==> config.mk <==
export PLATFORM = sky130hd
export DESIGN_NAME = pc_ctrl
export DESIGN_NICKNAME = d
export VERILOG_FILES = /design/src/rtl/pc_ctrl.sv
export SDC_FILE = /design/constraint.sdc
export NUM_CORES = 1
export LEC_CHECK = 0
export CAP_MARGIN = 5
export CORE_MARGIN = 8
export CORE_UTILIZATION = 30
export CTS_CLUSTER_DIAMETER = 120
export CTS_CLUSTER_SIZE = 40
export DETAILED_ROUTE_END_ITERATION = 6
export GPL_TIMING_DRIVEN = 0
export PLACE_DENSITY = 0.84
export SLEW_MARGIN = 20
export SYNTH_ARGS = -nofsm -noshare
export SYNTH_HDL_FRONTEND = slang
export SYNTH_SLANG_ARGS = --single-unit
==> constraint.sdc <==
create_clock -name clk -period 4.8 [get_ports clk]
set_input_delay 0.96 -clock clk [delete_from_list [all_inputs] [get_ports clk]]
set_output_delay 0.96 -clock clk [all_outputs]
set_load 0.05 [all_outputs]
==> src/rtl/pc_ctrl.sv <==
// Next-PC select, pipeline stall/flush control and mult/div busy tracking.
// Optional fetch-alignment check is enabled by defining PC_ALIGN_CHECK_EN.
module pc_ctrl (
    input  logic        clk,
    input  logic        reset,
    input  logic [31:0] pc_cur,
    input  logic        stall_hazard,
    input  logic        br_taken,
    input  logic [31:0] br_target,
    input  logic        jmp,
    input  logic [31:0] jmp_target,
    input  logic        jr,
    input  logic [31:0] jr_target,
    input  logic        md_start,
    input  logic        md_is_div,
    input  logic        md_use,
    output logic [31:0] npc,
    output logic        pc_en,
    output logic        if_id_en,
    output logic        id_ex_flush,
    output logic        md_busy,
    output logic        exc_adel
);

    localparam int unsigned PC_W  = 32;
    localparam int unsigned CNT_W = 4;

    localparam logic [CNT_W-1:0] MULT_CYCLES = CNT_W'(5);
    localparam logic [CNT_W-1:0] DIV_CYCLES  = CNT_W'(10);
    localparam logic [PC_W-1:0]  PC_STEP     = PC_W'(4);

    localparam logic [0:0] S_RUN  = 1'b0;
    localparam logic [0:0] S_BUSY = 1'b1;

    logic [0:0]       state_q, state_d;
    logic [CNT_W-1:0] md_cnt_q, md_cnt_d;
    logic             md_busy_q, md_busy_d;

    logic             stall_c;
    logic             redirect_c;
    logic [PC_W-1:0]  target_c;
    logic [PC_W-1:0]  seq_pc_c;

    // Mult/div state register; reset aborts any operation in flight.
    always_ff @(posedge clk) begin
        if (reset) begin
            state_q   <= S_RUN;
            md_cnt_q  <= '0;
            md_busy_q <= 1'b0;
        end else begin
            state_q   <= state_d;
            md_cnt_q  <= md_cnt_d;
            md_busy_q <= md_busy_d;
        end
    end

    // md_start is only honoured from RUN; the counter holds remaining busy cycles.
    always_comb begin
        state_d  = state_q;
        md_cnt_d = md_cnt_q;
        case (state_q)
            S_RUN: begin
                if (md_start) begin
                    md_cnt_d = md_is_div ? DIV_CYCLES : MULT_CYCLES;
                    state_d  = S_BUSY;
                end
            end
            S_BUSY: begin
                if (md_cnt_q == CNT_W'(1)) begin
                    md_cnt_d = '0;
                    state_d  = S_RUN;
                end else begin
                    md_cnt_d = md_cnt_q - CNT_W'(1);
                end
            end
            default: begin
                md_cnt_d = '0;
                state_d  = S_RUN;
            end
        endcase
        md_busy_d = (state_d == S_BUSY);
    end

    assign md_busy = md_busy_q;

    // HI/LO readers wait only while the unit is actually busy.
    assign stall_c     = stall_hazard | (md_use & md_busy_q);
    assign pc_en       = ~stall_c;
    assign if_id_en    = ~stall_c;
    assign id_ex_flush = stall_c;

    // Redirect priority: jr > j/jal > taken branch; no IF/ID flush (delay slot runs).
    always_comb begin
        redirect_c = 1'b1;
        target_c   = jr_target;
        if (jr) begin
            target_c = jr_target;
        end else if (jmp) begin
            target_c = jmp_target;
        end else if (br_taken) begin
            target_c = br_target;
        end else begin
            redirect_c = 1'b0;
        end
    end

    assign seq_pc_c = pc_cur + PC_STEP;

`ifdef PC_ALIGN_CHECK_EN
    localparam logic [PC_W-1:0] EXC_VECTOR = PC_W'(32'h0000_4180);

    logic misaligned_c;

    assign misaligned_c = redirect_c & (target_c[1:0] != 2'b00) & ~stall_c;
    assign exc_adel     = misaligned_c;

    always_comb begin
        npc = seq_pc_c;
        if (misaligned_c) begin
            npc = EXC_VECTOR;
        end else if (redirect_c) begin
            npc = target_c;
        end
    end
`else
    assign exc_adel = 1'b0;
    assign npc      = redirect_c ? target_c : seq_pc_c;
`endif

endmodule
==> key figures, run 1 <==
Synthesis
  • Post-Syn Instances: 242
  • Post-Syn Area: 1660 µm²
  • Synthesis-stage register bit count: 5
  • Syn nets: 382
  • Count of cell types in the netlist: 34
  • Yosys Warn Count: 0
  • Area leader, netlist: a22oi_1
  • Most common flop cell mapped by yosys: dfxtp_1
  • Sequential share of the synthesized area: 6.03%
  • Post-synth EDFFs: 0
  • Post-synth top area share: 12.7%
  • Ys async rst share: 0%
  • Average size of a mapped cell: 6.86 µm²
  • Top cells by area, synth: a22oi_1 (13%), xor2_1 (12%), nand2_1 (9.0%)

Power and ir drop
  • Internal: 0.293 mW
  • Switch Pwr: 0.236 mW
  • Power Dens Cells: 149 nW/µm²
  • Comb power frac: 75.7%
  • Peak VDD IR: 0.130 mV
  • Leakage power: 1.37 nW
  • Sequential share of power: 9.4%
  • Switching Share: 44.6%
  • Clock network power share: 14.8%

Floorplanning
  • Initial Utilization: 30.5%
  • Die Span Y: 90.4 µm
  • Die area: 8170 µm²
  • Num rows: 27
  • Core Region: 5440 µm²
  • DIE WIDTH: 90.4 µm
  • Io pins: 174

Timing
  • Clk_skew: 0.00158 ns
  • Setup-failing EPs final: 0
  • Final period util: 96.8%
  • Post-route minimum period: 4.64 ns
  • Unrepaired setup endpoints after global routing: no
  • Setup TNS: 0 ns
  • Final Max Slew Viols: 0
  • Highest Clock Rate: 215 MHz
  • Relative slew slack: 57.7%
  • Worst-margin pin slew: 0.635 ns
  • Final Hold Viols: 0

Global routing
  • Vias in the first global route: 2,958
  • Remaining Overflow, GRT: 0
  • Grt peak-use layer: met2
  • Total global-route track usage: 20.9%
  • Grt met1 use: 21.1%
  • Pin count of the biggest net entering global routing: 11
  • Initial antenna violation count: 0
  • GR Util met3: 5.74%
  • Met2 global-route usage: 40.1%
  • First-pass GRT wire length: 14.3 mm

Clocking
  • Clock sink total: 5
  • CTS H-tree lvls: 1
  • Reg clk slew, reported paths: 0.04 ns
  • Clock Tree Buf Depth: 2
  • CTS tree: yes
  • Clk root buf: clkbuf_8
  • Post-cts hold buffer count: 0
  • Number of CTS-inserted buffers: 3
  • Skew-Pair Late Insertion Delay: 0.22 ns

Place
  • Port Buffers: 171
  • Placement Cell Area: 3460 µm²
  • HPWL Detailed: 7.40 mm
  • RePlAce Congestion: 0.824

Critical path
  • Crit-path max FO: 9
  • R2r worst-path depth: 5
  • CP Capture Type: output pin
  • Nature of the critical path startpoint: input port
  • Worst endpoint required time: 3.84 ns
  • Critical Path AT: 3.68 ns
  • Critical path class: in2out

Outcome
  • Status: finished clean

Hold path
  • Hold WC Path Type: reg2reg
  • Worst Hold Depth: 2

Cells and area
  • Share of layout cells above drive strength 1: 5.73%
  • Nets: 560
  • Core Util, Final: 65.2%
  • ANT cells: 0
  • Filler cells: 491
  • Post-route cell area: 3550 µm²
  • Area grow syn2layout: 114%

Drt
  • Post-Route WL: 8.71 mm
  • DR vias: 2,581
  • Remaining antenna violation count after routing: 0
  • DR DRC count: 0
  • Drt pass-1 iters: 4
  • Drt wl/cell: 17.7 µm
  • Starting DRT DRC Count: 79
  • Vias per cell: 5.26

Run
  • Maxcap violations: 0
-- final timing paths --
kind                                   from     endpoint  slack, ns
worst max-delay path              pc_cur[2]      npc[20]       0.16
worst min-delay path            md_cnt_q[3]  md_cnt_q[3]       0.59
worst max register to register  md_cnt_q[1]  md_cnt_q[2]       3.29
worst min register to register  md_cnt_q[3]  md_cnt_q[3]       0.59
-- power by group through the flow --
stage / combinational, mW / clock (mW) / sequential [mW]
6_report: 0.401 / 0.0787 / 0.0499
4_1_cts: 0.404 / 0.0788 / 0.0499
2_1_floorplan: 0.199 / 0 / 0.0520
5_1_grt: 0.428 / 0.0820 / 0.0507
3_5_place_dp: 0.402 / 0 / 0.0503
3_3_place_gp: 0.397 / 0 / 0.0502
-- flip-flops by register name, summed over array words and instances (netlist names) --
signal / flops
md_cnt_q: 4
md_busy: 1
-- worst max-delay path, cell delays in order --
cell and delay [ns]:
clkdlybuf4s50_1 0.53, ha_1 0.24, inv_2 0.07, nor4_4 0.55, nand2_1 0.13, xor2_1 0.18, o221ai_1 0.17, clkdlybuf4s50_1 0.84
-- final cells by class --
cell class | count | area, µm² | area share, %
Timing Repair Buffer | 173 | 1750 | 49.4
Multi-Input combinational cell | 210 | 1450 | 40.8
Sequential cell | 5 | 100 | 2.82
Tap cell | 72 | 90.1 | 2.54
Buffer | 20 | 86.3 | 2.43
Clock buffer | 4 | 45.0 | 1.27
Inverter | 7 | 26.3 | 0.740
-- placed cells by master (no fill, tap or decap), types with 2 or more instances in the layout --
| cell | count |
|---|---|
| clkbuf_8 | 3 |
| buf_2 | 2 |
| dfxtp_1 | 5 |
| buf_4 | 4 |
| buf_1 | 2 |
| nor3b_1 | 2 |
| nor2_1 | 16 |
| dlymetal6s2s_1 | 10 |
| a22oi_1 | 28 |
| o221ai_1 | 17 |
| a211oi_1 | 3 |
| and4_1 | 2 |
| inv_1 | 6 |
| and3_1 | 5 |
| ha_1 | 3 |
| nor4_4 | 2 |
| nand2_1 | 40 |
| clkbuf_1 | 14 |
| mux2i_1 | 3 |
| o21ai_1 | 2 |
| nor2b_1 | 2 |
| a21oi_1 | 8 |
| xnor2_1 | 5 |
| o221ai_2 | 9 |
| o21ai_0 | 7 |
| xor2_1 | 23 |
| nand3_1 | 18 |
| or3_1 | 3 |
| a221oi_1 | 2 |
| nand4_1 | 5 |
| clkdlybuf4s50_1 | 161 |
-- routing by layer --
layer	up-vias	share of wire (%)
met5	-	0
met2	114	52
met1	1168	37
met3	20	7.5
met4	0	3.1
li1	1279	-
-- cells by family (layout without fill, tap and decap cells) --
family                   count (synthesis)  after routing  share of synthesized area (%)
AND/OR/NAND/NOR                         98             98                           30.4
AO/OA/AOI/OAI                           77             77                           37.8
XOR/XNOR                                28             28                           14.8
buffers and inverters                   27            204                           6.71
flip-flops                               5              5                           6.03
adder cells (fa/ha/maj)                  3              3                           2.26
multiplexers                             3              3                           1.81
other                                    1              1                          0.226
-- Yosys cell counts (3+ instances only) --
cell      count
xnor2_1       5
inv_1         6
ha_1          3
o221ai_2      9
dfxtp_1       5
a211oi_1      3
clkbuf_1     14
xor2_1       23
o21ai_0       7
mux2i_1       3
and3_1        5
nand2_1      40
nand3_1      18
a22oi_1      28
nand4_1       5
or3_1         3
nor2_1       16
a21oi_1       8
o221ai_1     17
-- metrics by stage --
| stage | hold slack [ns] | std cells | power, mW | setup slack (ns) |
|---|---|---|---|---|
| floorplan | 0.536 | 242 | 0.251 | 1.04 |
| global placement | 0.559 | 485 | 0.447 | 0.0785 |
| detailed placement | 0.578 | 485 | 0.453 | 0.0562 |
| CTS | 0.587 | 489 | 0.533 | 0.0559 |
| global route | 0.638 | 491 | 0.561 | 0.00328 |
| finish | 0.591 | 491 | 0.530 | 0.156 |
-- repair_timing --
item                                    CTS  global route
endpoints found under the setup margin    0            13
buffers inserted                          0             2
resized for setup                         0            12
hold endpoints to repair                  0             0
(Power assumes the default switching activity.)
==> run 2: changes to the inputs <==
CORE_UTILIZATION = 32   (was 30)
PLACE_DENSITY = 0.89   (was 0.84)
==> key figures, run 2 (same netlist as run 1, synthesis figures left out) <==
Clocking
  • CTS resizes: 0
  • Post-cts hold buffer count: 0
  • Clock sink total: 5
  • Post-CTS Setup Inserts: 0
  • Clk root buf: clkbuf_8
  • Skew-Pair Late Insertion Delay: 0.23 ns
  • CTS H-tree lvls: 1
  • Number of CTS-inserted buffers: 3
  • CTS tree: yes
  • Clock Tree Buf Depth: 2
  • Reg clk slew, reported paths: 0.04 ns

Place
  • RePlAce Congestion: 0.811
  • Placed cells: 483
  • HPWL Detailed: 7.38 mm
  • Port Buffers: 171

Critical path
  • Max stage delay on crit path: 0.84 ns
  • CP dominant cell by count: clkdlybuf4s50_1
  • Critical Path AT: 3.67 ns
  • Worst endpoint required time: 3.84 ns
  • R2r worst-path depth: 5
  • RR Endpoint: md_cnt_q[2]
  • Critical path class: in2out
  • Flop2flop setup slack: 3.38 ns
  • CP max-delay cell: clkdlybuf4s50_1
  • CP Capture Type: output pin
  • WP buf/inv: 4
  • Nature of the critical path startpoint: input port
  • Crit path cell chain: clkdlybuf4s50_1 > nor2b_1 > clkbuf_1 > buf_2 > a22oi_1 > o221ai_2 > clkdlybuf4s50_1
  • Crit-path leading delay family: buffers and inverters
  • RR Startpoint: md_cnt_q[1]
  • Crit-path max FO: 10

Floorplanning
  • Initial Utilization: 32.9%
  • Die Span Y: 88.0 µm
  • Io pins: 174
  • DIE WIDTH: 88.0 µm
  • Die area: 7750 µm²
  • Num rows: 26
  • Core Region: 5040 µm²

Global routing
  • Remaining Overflow, GRT: 0
  • Vias in the first global route: 2,849
  • GR Util met3: 7.69%
  • Pin count of the biggest net entering global routing: 11
  • Grt peak-use layer: met2
  • Met2 global-route usage: 42.5%
  • Grt met1 use: 19.7%
  • Total global-route track usage: 21.5%
  • First-pass GRT wire length: 13.2 mm
  • Initial antenna violation count: 0

Hold path
  • Worst Hold Depth: 2
  • Worst Hold End: md_cnt_q[2]
  • Hold Crit Start: md_cnt_q[2]
  • Hold WC Path Type: reg2reg

Power and ir drop
  • Internal: 0.293 mW
  • Switching Share: 44.8%
  • Sequential share of power: 9.4%
  • Clock network power share: 15.3%
  • Power Dens Cells: 150 nW/µm²
  • Switch Pwr: 0.239 mW
  • Leakage power: 1.39 nW
  • Comb power frac: 75.3%
  • Peak VDD IR: 0.110 mV

Timing
  • Worst-margin pin slew: 0.664 ns
  • Setup-failing EPs final: 0
  • Unrepaired setup endpoints after global routing: no
  • Post-route minimum period: 4.63 ns
  • Clk_skew: 0.00871 ns
  • Final Hold Viols: 0
  • Setup TNS: 0 ns
  • Highest Clock Rate: 216 MHz
  • Final Max Slew Viols: 0
  • Final period util: 96.4%
  • Relative slew slack: 55.7%

Drt
  • Remaining antenna violation count after routing: 0
  • DR vias: 2,587
  • Starting DRT DRC Count: 77
  • Drt pass-1 iters: 4
  • Post-Route WL: 8.59 mm
  • Vias per cell: 5.31
  • DR DRC count: 0
  • Drt wl/cell: 17.6 µm

Cells and area
  • Nets: 558
  • Core Util, Final: 70.1%
  • Share of layout cells above drive strength 1: 5.04%
  • Commonest non-fill, non-tap cell in the layout: clkdlybuf4s50_1
  • Most frequent cells in the layout: clkdlybuf4s50_1 (158), nand2_1 (40), a22oi_1 (28)
  • Max reg flops: 4
  • Area grow syn2layout: 113%
  • Fin cells: 487
  • Register with the most flip-flops: md_cnt_q
  • ANT cells: 0

Outcome
  • Status: finished clean

Run
  • Maxcap violations: 0
run 2: changes by cell type in the layout (fill, tap and decap cells not counted), sizes merged:
cell	before	now
dlymetal6s2s	10	13
clkdlybuf4s50	161	158
buf	8	6
run 2: area by class of cell:
class | instances | area (µm²)
Timing Repair Buffer | 171 | 1740
Fill cell | 454 | 1510
Multi-Input combinational cell | 210 | 1450
Sequential cell | 5 | 100
Tap cell | 70 | 87.6
Buffer | 20 | 85.1
Clock buffer | 4 | 45.0
Inverter | 7 | 26.3
run 2: power groups by stage:
| stage | clock network, mW | registers (mW) | logic (mW) |
|---|---|---|---|
| 3_3_place_gp | 0 | 0.0500 | 0.396 |
| 5_1_grt | 0.0880 | 0.0506 | 0.425 |
| 2_1_floorplan | 0 | 0.0520 | 0.199 |
| 6_report | 0.0815 | 0.0499 | 0.400 |
| 3_5_place_dp | 0 | 0.0505 | 0.401 |
| 4_1_cts | 0.0824 | 0.0498 | 0.403 |
run 2: worst register-to-register path: cells and delay by family (launching register included):
kind	cells	cell delay, ns
AOI/OAI and AO/OA	1	0.24
DFF	1	0.32
and+or+nand+nor	2	0.52
buffers and inverters	1	0.07
adders and majority gates	1	0.19
run 2: worst max-delay path by stage:
stage / start / endpoint / slack [ns] / cells past startpoint
after floorplan: jmp / npc[20] / 1.04 / 5
after global placement: pc_cur[2] / npc[22] / 0.07 / 8
after detailed placement: pc_cur[2] / npc[26] / 0.02 / 8
after CTS: pc_cur[2] / npc[26] / 0.01 / 8
after global routing: br_taken / npc[27] / 0.04 / 7
final: br_taken / npc[25] / 0.17 / 7
run 2: metal layers:
layer	share of wire (%)	vias to the layer above
met2	54	92
met1	35	1213
met3	9.4	11
met4	1.6	0
met5	0	-
li1	-	1271
run 2: through the flow:
step           hold WS, ns  worst slack [ns]  cell area (µm²)  total power [mW]
3_3_place_gp         0.557            0.0660             3460             0.446
5_1_grt              0.624            0.0354             3540             0.563
3_5_place_dp         0.593            0.0164             3460             0.452
4_1_cts              0.601            0.0125             3500             0.535
2_1_floorplan        0.536              1.04             1660             0.251
6_report             0.601             0.173             3540             0.532
